==> src/rtl/cp0_int_ctrl_pkg.sv <==
// Shared CP0 register numbers and Cause field positions for the
// PipelineMIPS timer / interrupt controller.
package cp0_int_ctrl_pkg;

  localparam logic [4:0] CP0_COUNT   = 5'd9;
  localparam logic [4:0] CP0_COMPARE = 5'd11;
  localparam logic [4:0] CP0_CAUSE   = 5'd13;

  // Cause.IP starts at bit 8; Cause.TI is bit 30.
  localparam int IP_OFFSET = 8;
  localparam int TI_BIT    = 30;

endpackage

==> src/rtl/cp0_int_ctrl_if.sv <==
// mtc0 write port from the MEM stage into the CP0 interrupt controller.
interface cp0_int_ctrl_if;

  // wen is a valid-only strobe: addr/wdata are meaningful only while wen=1,
  // and the slave always accepts the write on that same clock edge (no ready).
  logic        wen;
  logic [4:0]  addr;
  logic [31:0] wdata;

  modport master (
    output wen,
    output addr,
    output wdata
  );

  modport slave (
    input wen,
    input addr,
    input wdata
  );

endinterface

==> src/rtl/cp0_int_ctrl_sync.sv <==
// Single-bit multi-stage synchroniser for one asynchronous interrupt line.
module cp0_sync_bit #(
    parameter int STAGES = 2
) (
    input  logic clk,
    input  logic rst,
    input  logic d,
    output logic q
);

    logic [STAGES-1:0] sr;

    // Shift form works for STAGES=1 as well as deeper chains.
    always_ff @(posedge clk) begin
        if (rst) begin
            sr <= '0;
        end else begin
            sr <= (sr << 1) | STAGES'(d);
        end
    end

    assign q = sr[STAGES-1];

endmodule

==> src/rtl/cp0_int_ctrl.sv <==
// CP0 Count/Compare timer with prescaler, HW/SW interrupt pending bits and
// the registered interrupt request handed to the exception unit.
module cp0_int_ctrl
    import cp0_int_ctrl_pkg::*;
#(
    parameter int HW_INT_NUM  = 6,
    parameter int SW_INT_NUM  = 2,
    parameter int COUNT_DIV   = 2,
    parameter int SYNC_STAGES = 2,
    parameter int TIMER_LINE  = 7
) (
    input  logic                             clk,
    input  logic                             rst,
    cp0_int_ctrl_if.slave                    wr,
    input  logic [HW_INT_NUM-1:0]            ext_int,
    input  logic                             status_ie,
    input  logic                             status_exl,
    input  logic [SW_INT_NUM+HW_INT_NUM-1:0] status_im,
    output logic [31:0]                      count,
    output logic [31:0]                      compare,
    output logic [SW_INT_NUM+HW_INT_NUM-1:0] cause_ip,
    output logic                             timer_int,
    output logic                             int_req
);

    localparam int IP_W = SW_INT_NUM + HW_INT_NUM;

    logic                  count_wr;
    logic                  compare_wr;
    logic                  cause_wr;
    logic                  tick_raw;
    logic                  tick;
    logic                  timer_hit;
    logic [HW_INT_NUM-1:0] hw_sync;
    logic [SW_INT_NUM-1:0] sw_ip;

    assign count_wr   = wr.wen && (wr.addr == CP0_COUNT);
    assign compare_wr = wr.wen && (wr.addr == CP0_COMPARE);
    assign cause_wr   = wr.wen && (wr.addr == CP0_CAUSE);

    // Prescaler: a Count write restarts the divide period.
    generate
        if (COUNT_DIV > 1) begin : g_pre
            localparam int PW = $clog2(COUNT_DIV);
            logic [PW-1:0] pre_cnt;

            always_ff @(posedge clk) begin
                if (rst || count_wr) begin
                    pre_cnt <= '0;
                end else if (pre_cnt == PW'(COUNT_DIV - 1)) begin
                    pre_cnt <= '0;
                end else begin
                    pre_cnt <= pre_cnt + 1'b1;
                end
            end

            assign tick_raw = (pre_cnt == PW'(COUNT_DIV - 1));
        end else begin : g_nopre
            assign tick_raw = 1'b1;
        end
    endgenerate

    assign tick      = tick_raw && !count_wr;
    assign timer_hit = tick && ((count + 32'd1) == compare);

    always_ff @(posedge clk) begin
        if (rst) begin
            count <= '0;
        end else if (count_wr) begin
            count <= wr.wdata;
        end else if (tick) begin
            count <= count + 32'd1;
        end
    end

    always_ff @(posedge clk) begin
        if (rst) begin
            compare <= '0;
        end else if (compare_wr) begin
            compare <= wr.wdata;
        end
    end

    // Compare write clears the flag even if this edge is also a match tick.
    always_ff @(posedge clk) begin
        if (rst) begin
            timer_int <= 1'b0;
        end else if (compare_wr) begin
            timer_int <= 1'b0;
        end else if (timer_hit) begin
            timer_int <= 1'b1;
        end
    end

    always_ff @(posedge clk) begin
        if (rst) begin
            sw_ip <= '0;
        end else if (cause_wr) begin
            sw_ip <= wr.wdata[IP_OFFSET +: SW_INT_NUM];
        end
    end

    generate
        for (genvar i = 0; i < HW_INT_NUM; i++) begin : g_sync
            cp0_sync_bit #(
                .STAGES (SYNC_STAGES)
            ) u_sync (
                .clk (clk),
                .rst (rst),
                .d   (ext_int[i]),
                .q   (hw_sync[i])
            );
        end
    endgenerate

    always_comb begin
        cause_ip             = {hw_sync, sw_ip};
        cause_ip[TIMER_LINE] = cause_ip[TIMER_LINE] | timer_int;
    end

    always_ff @(posedge clk) begin
        if (rst) begin
            int_req <= 1'b0;
        end else begin
            int_req <= status_ie && !status_exl && (|(cause_ip & status_im));
        end
    end

    logic unused_ip_w;
    assign unused_ip_w = (IP_W == 0);

endmodule
==> src/flat_wrapper.sv <==
// flat-port wrapper written by rule: the top's interface ports become plain ports
module cp0_int_ctrl_flat import cp0_int_ctrl_pkg::*;
#(
    parameter int HW_INT_NUM  = 6,
    parameter int SW_INT_NUM  = 2,
    parameter int COUNT_DIV   = 2,
    parameter int SYNC_STAGES = 2,
    parameter int TIMER_LINE  = 7
)
  (clk, rst, ext_int, status_ie, status_exl, status_im, count, compare, cause_ip, timer_int, int_req, wr_wen, wr_addr, wr_wdata);
  cp0_int_ctrl_if wr_i ();
  input  logic clk;
  input  logic rst;
  input  logic [HW_INT_NUM-1:0] ext_int;
  input  logic status_ie;
  input  logic status_exl;
  input  logic [SW_INT_NUM+HW_INT_NUM-1:0] status_im;
  output logic [31:0] count;
  output logic [31:0] compare;
  output logic [SW_INT_NUM+HW_INT_NUM-1:0] cause_ip;
  output logic timer_int;
  output logic int_req;
  input wire logic [$bits(wr_i.wen)-1:0] wr_wen;
  input wire logic [$bits(wr_i.addr)-1:0] wr_addr;
  input wire logic [$bits(wr_i.wdata)-1:0] wr_wdata;
  assign wr_i.wen = wr_wen;
  assign wr_i.addr = wr_addr;
  assign wr_i.wdata = wr_wdata;
  cp0_int_ctrl #(.HW_INT_NUM(HW_INT_NUM), .SW_INT_NUM(SW_INT_NUM), .COUNT_DIV(COUNT_DIV), .SYNC_STAGES(SYNC_STAGES), .TIMER_LINE(TIMER_LINE)) u_core (.clk(clk), .rst(rst), .wr(wr_i), .ext_int(ext_int), .status_ie(status_ie), .status_exl(status_exl), .status_im(status_im), .count(count), .compare(compare), .cause_ip(cause_ip), .timer_int(timer_int), .int_req(int_req));
endmodule
==> config.mk <==
export PLATFORM = sky130hd
export DESIGN_NAME = cp0_int_ctrl_flat
export DESIGN_NICKNAME = d
export VERILOG_FILES = /design/src/rtl/cp0_int_ctrl_pkg.sv /design/src/rtl/cp0_int_ctrl_if.sv /design/src/rtl/cp0_int_ctrl_sync.sv /design/src/rtl/cp0_int_ctrl.sv /design/src/flat_wrapper.sv
export SDC_FILE = /design/constraint.sdc
export NUM_CORES = 1
export LEC_CHECK = 0
export BUFFER_PORTS_ARGS = -buffer_cell sky130_fd_sc_hd__buf_2
export CORE_ASPECT_RATIO = 1.25
export CORE_MARGIN = 2
export CORE_UTILIZATION = 38
export DETAILED_ROUTE_END_ITERATION = 6
export PLACE_DENSITY_LB_ADDON = 0.3
export REMOVE_ABC_BUFFERS = 1
export SLEW_MARGIN = 30
export SYNTH_ARGS = -nofsm -noshare
export SYNTH_HDL_FRONTEND = slang
export SYNTH_SLANG_ARGS = --single-unit
==> constraint.sdc <==
create_clock -name clk -period 2.14 [get_ports clk]
set_input_delay 0.428 -clock clk [delete_from_list [all_inputs] [get_ports clk]]
set_output_delay 0.428 -clock clk [all_outputs]
set_load 0.02 [all_outputs]
# Yosys cells after proc, flatten, opt, wreduce, memory -nomap -nowiden
# Cells that the tools add are included.
# Widths: inputs -> output; s select.
classes:
  n_addsub: 2
  mul: 0
  n_div: 0
  order_cmp: 0
  n_eq_ne: 4
  shifts: 0
  mux: 2
  n_bitwise: 8
  n_reduce_logical: 14
ops:
  columns: ["cell", "n"]
  rows:
  - ["$mux 32", 2]
  - ["$add 32x1->32 const B", 1]
  - ["$eq 32x32->1", 1]
  - ["$eq 5x4->1 const B", 3]
  - ["$or 2x1->2", 6]
  - ["$and 8x8->8", 1]
  - ["$reduce_or 8->1", 1]
  - ["$logic_and 1x1->1", 7]
  - ["$reduce_or 2->1", 2]
  - ["$logic_not 1->1", 2]
  - ["$reduce_bool 2->1", 1]
  - ["$add 1x1->1 const B", 1]
  - ["$logic_or 1x1->1", 1]
  - ["$or 1x1->1", 1]
word_totals:
  ff_bits: 81
  latch_bits: 0
  ram_bits: 0
  mem_bits_ro: 0
  input_bits: 56
  output_inout_bits: 74
  wordCells: 42
  mem_count: 0

# Longest topological paths before layout
depth:
  word_depth: 6
  depth_mapped: 10
  ltp_nobuf: 8

# Cells and area by module
# From an unflattened synthesis, not the netlist that was laid out.
unflattened:
  cells_unflattened: 563
  hier_area_um2: 4444.3
modules_own_cells:
  columns: ["module", "instances", "cells_per_inst", "area_per_inst_um2"]
  rows:
  - ["cp0_int_ctrl", 1, 539, 4129.0]
  - ["cp0_sync_bit", 6, 4, 52.6]

# Least setup slack after synthesis
# No wires, ideal clock.
synth_timing:
  path_type: "register -> register"
  from: "register u_core.count[0]"
  to: "register u_core.timer_int"
  setup_ns: 0.069
  t_arrival_ns: 2.338
  t_required_ns: 2.071
  setup_slack_ns: -0.266
  stages_incl_launch_ff: 9
  path_buffers: 0
  path_cell_list: "dfxtp_1 > ha_1 > nand3_1 > nor3_2 > xnor2_1 > or4_1 > nor4_1 > nand4_1 > o21ai_1"
synth_between:
  elab_chain_cells: 3
synth_rtl:
  columns: ["item", "line", "rtl"]
  rows:
  - ["from (decl)", "cp0_int_ctrl.sv:19", "output logic [31:0] count,"]
  - ["from (signal assigned)", "cp0_int_ctrl.sv:70", "count <= wr.wdata;"]
  - ["from (signal assigned)", "cp0_int_ctrl.sv:72", "count <= count + 32'd1;"]
  - ["$add 32x1->32", "cp0_int_ctrl.sv:64", "assign timer_hit = tick && ((count + 32'd1) == compare);"]
  - ["$eq 32x32->1", "cp0_int_ctrl.sv:64", null]
  - ["$logic_and 1x1->1", "cp0_int_ctrl.sv:64", null]
  - ["to (signal assigned)", "cp0_int_ctrl.sv:87", "timer_int <= 1'b0;"]
  - ["to (signal assigned)", "cp0_int_ctrl.sv:89", "timer_int <= 1'b0;"]
  - ["to (signal assigned)", "cp0_int_ctrl.sv:91", "timer_int <= 1'b1;"]
  - ["to (decl)", "cp0_int_ctrl.sv:22", "output logic timer_int,"]
# No other way between the ends.
# A chain may end at the register's enable or synchronous reset.

# Worst setup path in the final report
# Ends and elaborated chain as after synthesis.

==> results_dict.tcl <==
set metrics [dict create \
    syn2layout_area_growth_pct 33.1 \
    wl_met3_um 787 \
    wl_per_cell_um 15.9 \
    min_period_ns 2.16 \
    clk_latency_ns 0.35 \
    hp-class "primary input to register" \
    clock.fmax_ghz 0.464 \
    grt_max_degree 82 \
    vias 4477 \
    cp-end-kind "register" \
    crit_end "u_core.timer_int" \
    cts_tree "built" \
    cp_max_fo 3 \
    syn_area_mm2 0.00444 \
    ys_ff_latch 81 \
    r2r_slack_ns -0.02 \
    cts-root-buf "clkbuf_16" \
    cts_hold_buf 0 \
    fill_cells 1113 \
    die_w_um 101 \
    grt_pass1_wl_um 21300 \
    whs_ns 0.290 \
    met1_length_um 5760 \
    grt_pass1_vias 4316 \
    top_level_ports 130 \
    first_iter_violations 219 \
    dr.pass1.iters 4 \
    yosys_warnings 0 \
    worst_slew_pin_slew_ns 0.402 \
    core_mm2 0.0115 \
    critPathKind "register to register" \
    routed.top_layer "met4" \
    layout.nets 761 \
    setup_viol 1 \
    fin_util_pct 51.4 \
    antenna_found_initial 0 \
    vias_per_cell 5.29 \
    ir_drop_v 0.000327 \
    ys_async_sr_fraction_pct 0 \
    max_slew_margin_pct 72.8 \
    layout_commonest_cell "buf_2" \
    synth_ff_type "dfxtp_1" \
    avgSynthCellArea_um2 8.10 \
    rsz0062_at_grt "true" \
    worst_slack_ns -0.0153 \
    dr_wl_met2_um 6530 \
    p_leak_nw 2.45 \
    r2r.worst_path.cells 9 \
    synth_edf_count 0 \
    dieArea_mm2 0.0126 \
    final_cell_mix "129 x buf_2, 87 x nand2_1, 71 x dfxtp_1" \
    hold_viol 0 \
    clockBufferDepth 2 \
    place_hpwl_um 10000 \
    crit_path_start_kind "register" \
    clk_pin_slew_worst_paths_ns 0.06 \
    cts.sinks 81 \
    synth_cells 549 \
    final_layout_size_suffix_gt1_share_pct 33.3 \
    grt-ovfl-total 0 \
    cp.required_ns 2.42 \
    die_h_um 125 \
    finClkSkew_ns 0.00853 \
    crit_arrival_ns 2.43 \
    antenna_cells 0 \
    cap_violations 0 \
    violations "setup timing" \
    htreeDepth 3 \
    status "finished, violations left" \
    slew_viol_final 0 \
    reg2reg_from "u_core.count[0]" \
    critical_path.startpoint "u_core.count[0]" \
    period_share_pct 101 \
    start_util_pct 38.6 \
    rows 44 \
    grt_use_total_pct 21.5 \
    gp_congestion 0.865 \
    io_buffers 129 \
    tritoncts.num_buffers 9 \
    final_antenna_net_count 0 \
    routed_wl_um 13400 \
    p_per_area_mw_per_mm2 578 \
    drc_errors 0 \
    synthDistinctLibCells 56 \
    ys_seq_area_share_pct 36.5 \
    r2r-end "u_core.timer_int" \
]
[cell usage after synthesis (2+ instances only)]
cell type	count	area (um^2)
or4_1	2	15.0
nor3_1	15	75.1
xnor2_1	45	394
and2_1	2	12.5
and3_1	8	50.1
nand4_1	11	68.8
nor4bb_1	2	20.0
clkbuf_1	29	109
nor2b_1	12	75.1
buf_2	9	45.0
a22o_1	3	26.3
or3_1	3	18.8
inv_1	3	11.3
and4_1	7	61.3
a221oi_1	2	17.5
nor4_1	8	50.1
nand2_1	87	327
nand4b_1	3	26.3
xor2_1	30	263
buf_4	7	52.6
o21ai_1	2	10.0
a21oi_1	33	165
mux2i_1	4	40.0
nand3_1	23	115
nor3b_1	3	22.5
dfxtp_1	81	1620
nor2_1	47	176
a211oi_1	35	263
mux2_1	2	22.5
a31oi_1	3	18.8
nand2b_1	2	12.5
nand3b_1	2	15.0
[through the flow]
step | area, um^2 | power, mW | setup TNS [ns] | setup slack [ns] | cells
after detailed placement | 5520 | 1.89 | -0.156 | -0.156 | 828
after CTS | 5880 | 3.45 | -0.0317 | -0.0317 | 847
after floorplan | 4230 | 1.72 | -14.88 | -0.611 | 503
after global routing | 5920 | 3.54 | -0.113 | -0.113 | 847
after global placement | 5520 | 1.88 | -0.0908 | -0.0908 | 828
final | 5920 | 3.42 | -0.0153 | -0.0153 | 847
[per-layer routing]
metal  vias up  GRT usage [%]
li1       2222              -
met1      2095           25.9
met2       137           36.2
met3        23           5.39
met4         0           8.46
met5         -              0
[critical path: stages (launching register included)]
cell       delay (ns)
dfxtp_2          0.36
buf_6            0.11
nand4_1          0.22
nor4_2           0.34
buf_4            0.17
mux2_4           0.29
mux2i_1          0.13
a22o_1           0.20
o2111ai_1        0.11
o21ai_1          0.16
[power breakdown]
part           leakage, nW  total (mW)  internal (mW)  switching, mW
Sequential           0.661        1.56           1.54         0.0232
Clock                0.144        1.55          0.933          0.613
Combinational         1.65       0.310          0.139          0.171
Total                 2.45        3.42           2.61          0.807
[worst min path at each step]
stage                                  start                             to  slack (ns)  cells after the start
2_1_floorplan  u_core.g_sync[0].u_sync.sr[0]  u_core.g_sync[0].u_sync.sr[1]        0.41                      1
3_3_place_gp   u_core.g_sync[3].u_sync.sr[0]  u_core.g_sync[3].u_sync.sr[1]        0.42                      1
3_5_place_dp   u_core.g_sync[4].u_sync.sr[0]  u_core.g_sync[4].u_sync.sr[1]        0.43                      1
4_1_cts                           ext_int[2]  u_core.g_sync[2].u_sync.sr[0]        0.28                      2
5_1_grt                           ext_int[2]  u_core.g_sync[2].u_sync.sr[0]        0.29                      2
6_report                          ext_int[0]  u_core.g_sync[0].u_sync.sr[0]        0.29                      2
[cell families (layout without fill, tap and decap cells)]
family	count (synthesis)	count (layout)	synth area share [%]
XOR/XNOR	75	75	14.8
buffers and inverters	51	211	5.32
AND/OR/NAND/NOR	248	248	28.7
AO/OA/AOI/OAI	87	87	13.0
adder cells (fa/ha/maj)	1	1	0.281
multiplexers	6	6	1.41
flip-flops	81	81	36.5
[timing repair]
| item | CTS | global route |
|---|---|---|
| pin swaps | 6 | 0 |
| setup endpoints to repair | 1 | 4 |
| endpoints found under the hold margin | 0 | 0 |
| setup buffers | 3 | 0 |
| resized for setup | 17 | 8 |
[sequential cells by signal, indices dropped and copies added (netlist names)]
name                     cells
u_core.compare              32
u_core.count                32
u_core.g_pre.pre_cnt         1
u_core.g_sync.u_sync.sr     12
u_core.int_req               1
u_core.sw_ip                 2
u_core.timer_int             1
[area by class of cell]
type	instances	area, um^2	share of cell area [%]
timing repair buffer	190	1150	19.4
clock buffer	13	250	4.23
sequential	81	1630	27.6
clock inverter	3	40.0	0.677
multi-input combinational	417	2650	44.8
inverter	5	18.8	0.317
tap	138	173	2.92
(Power assumes the default switching activity.)
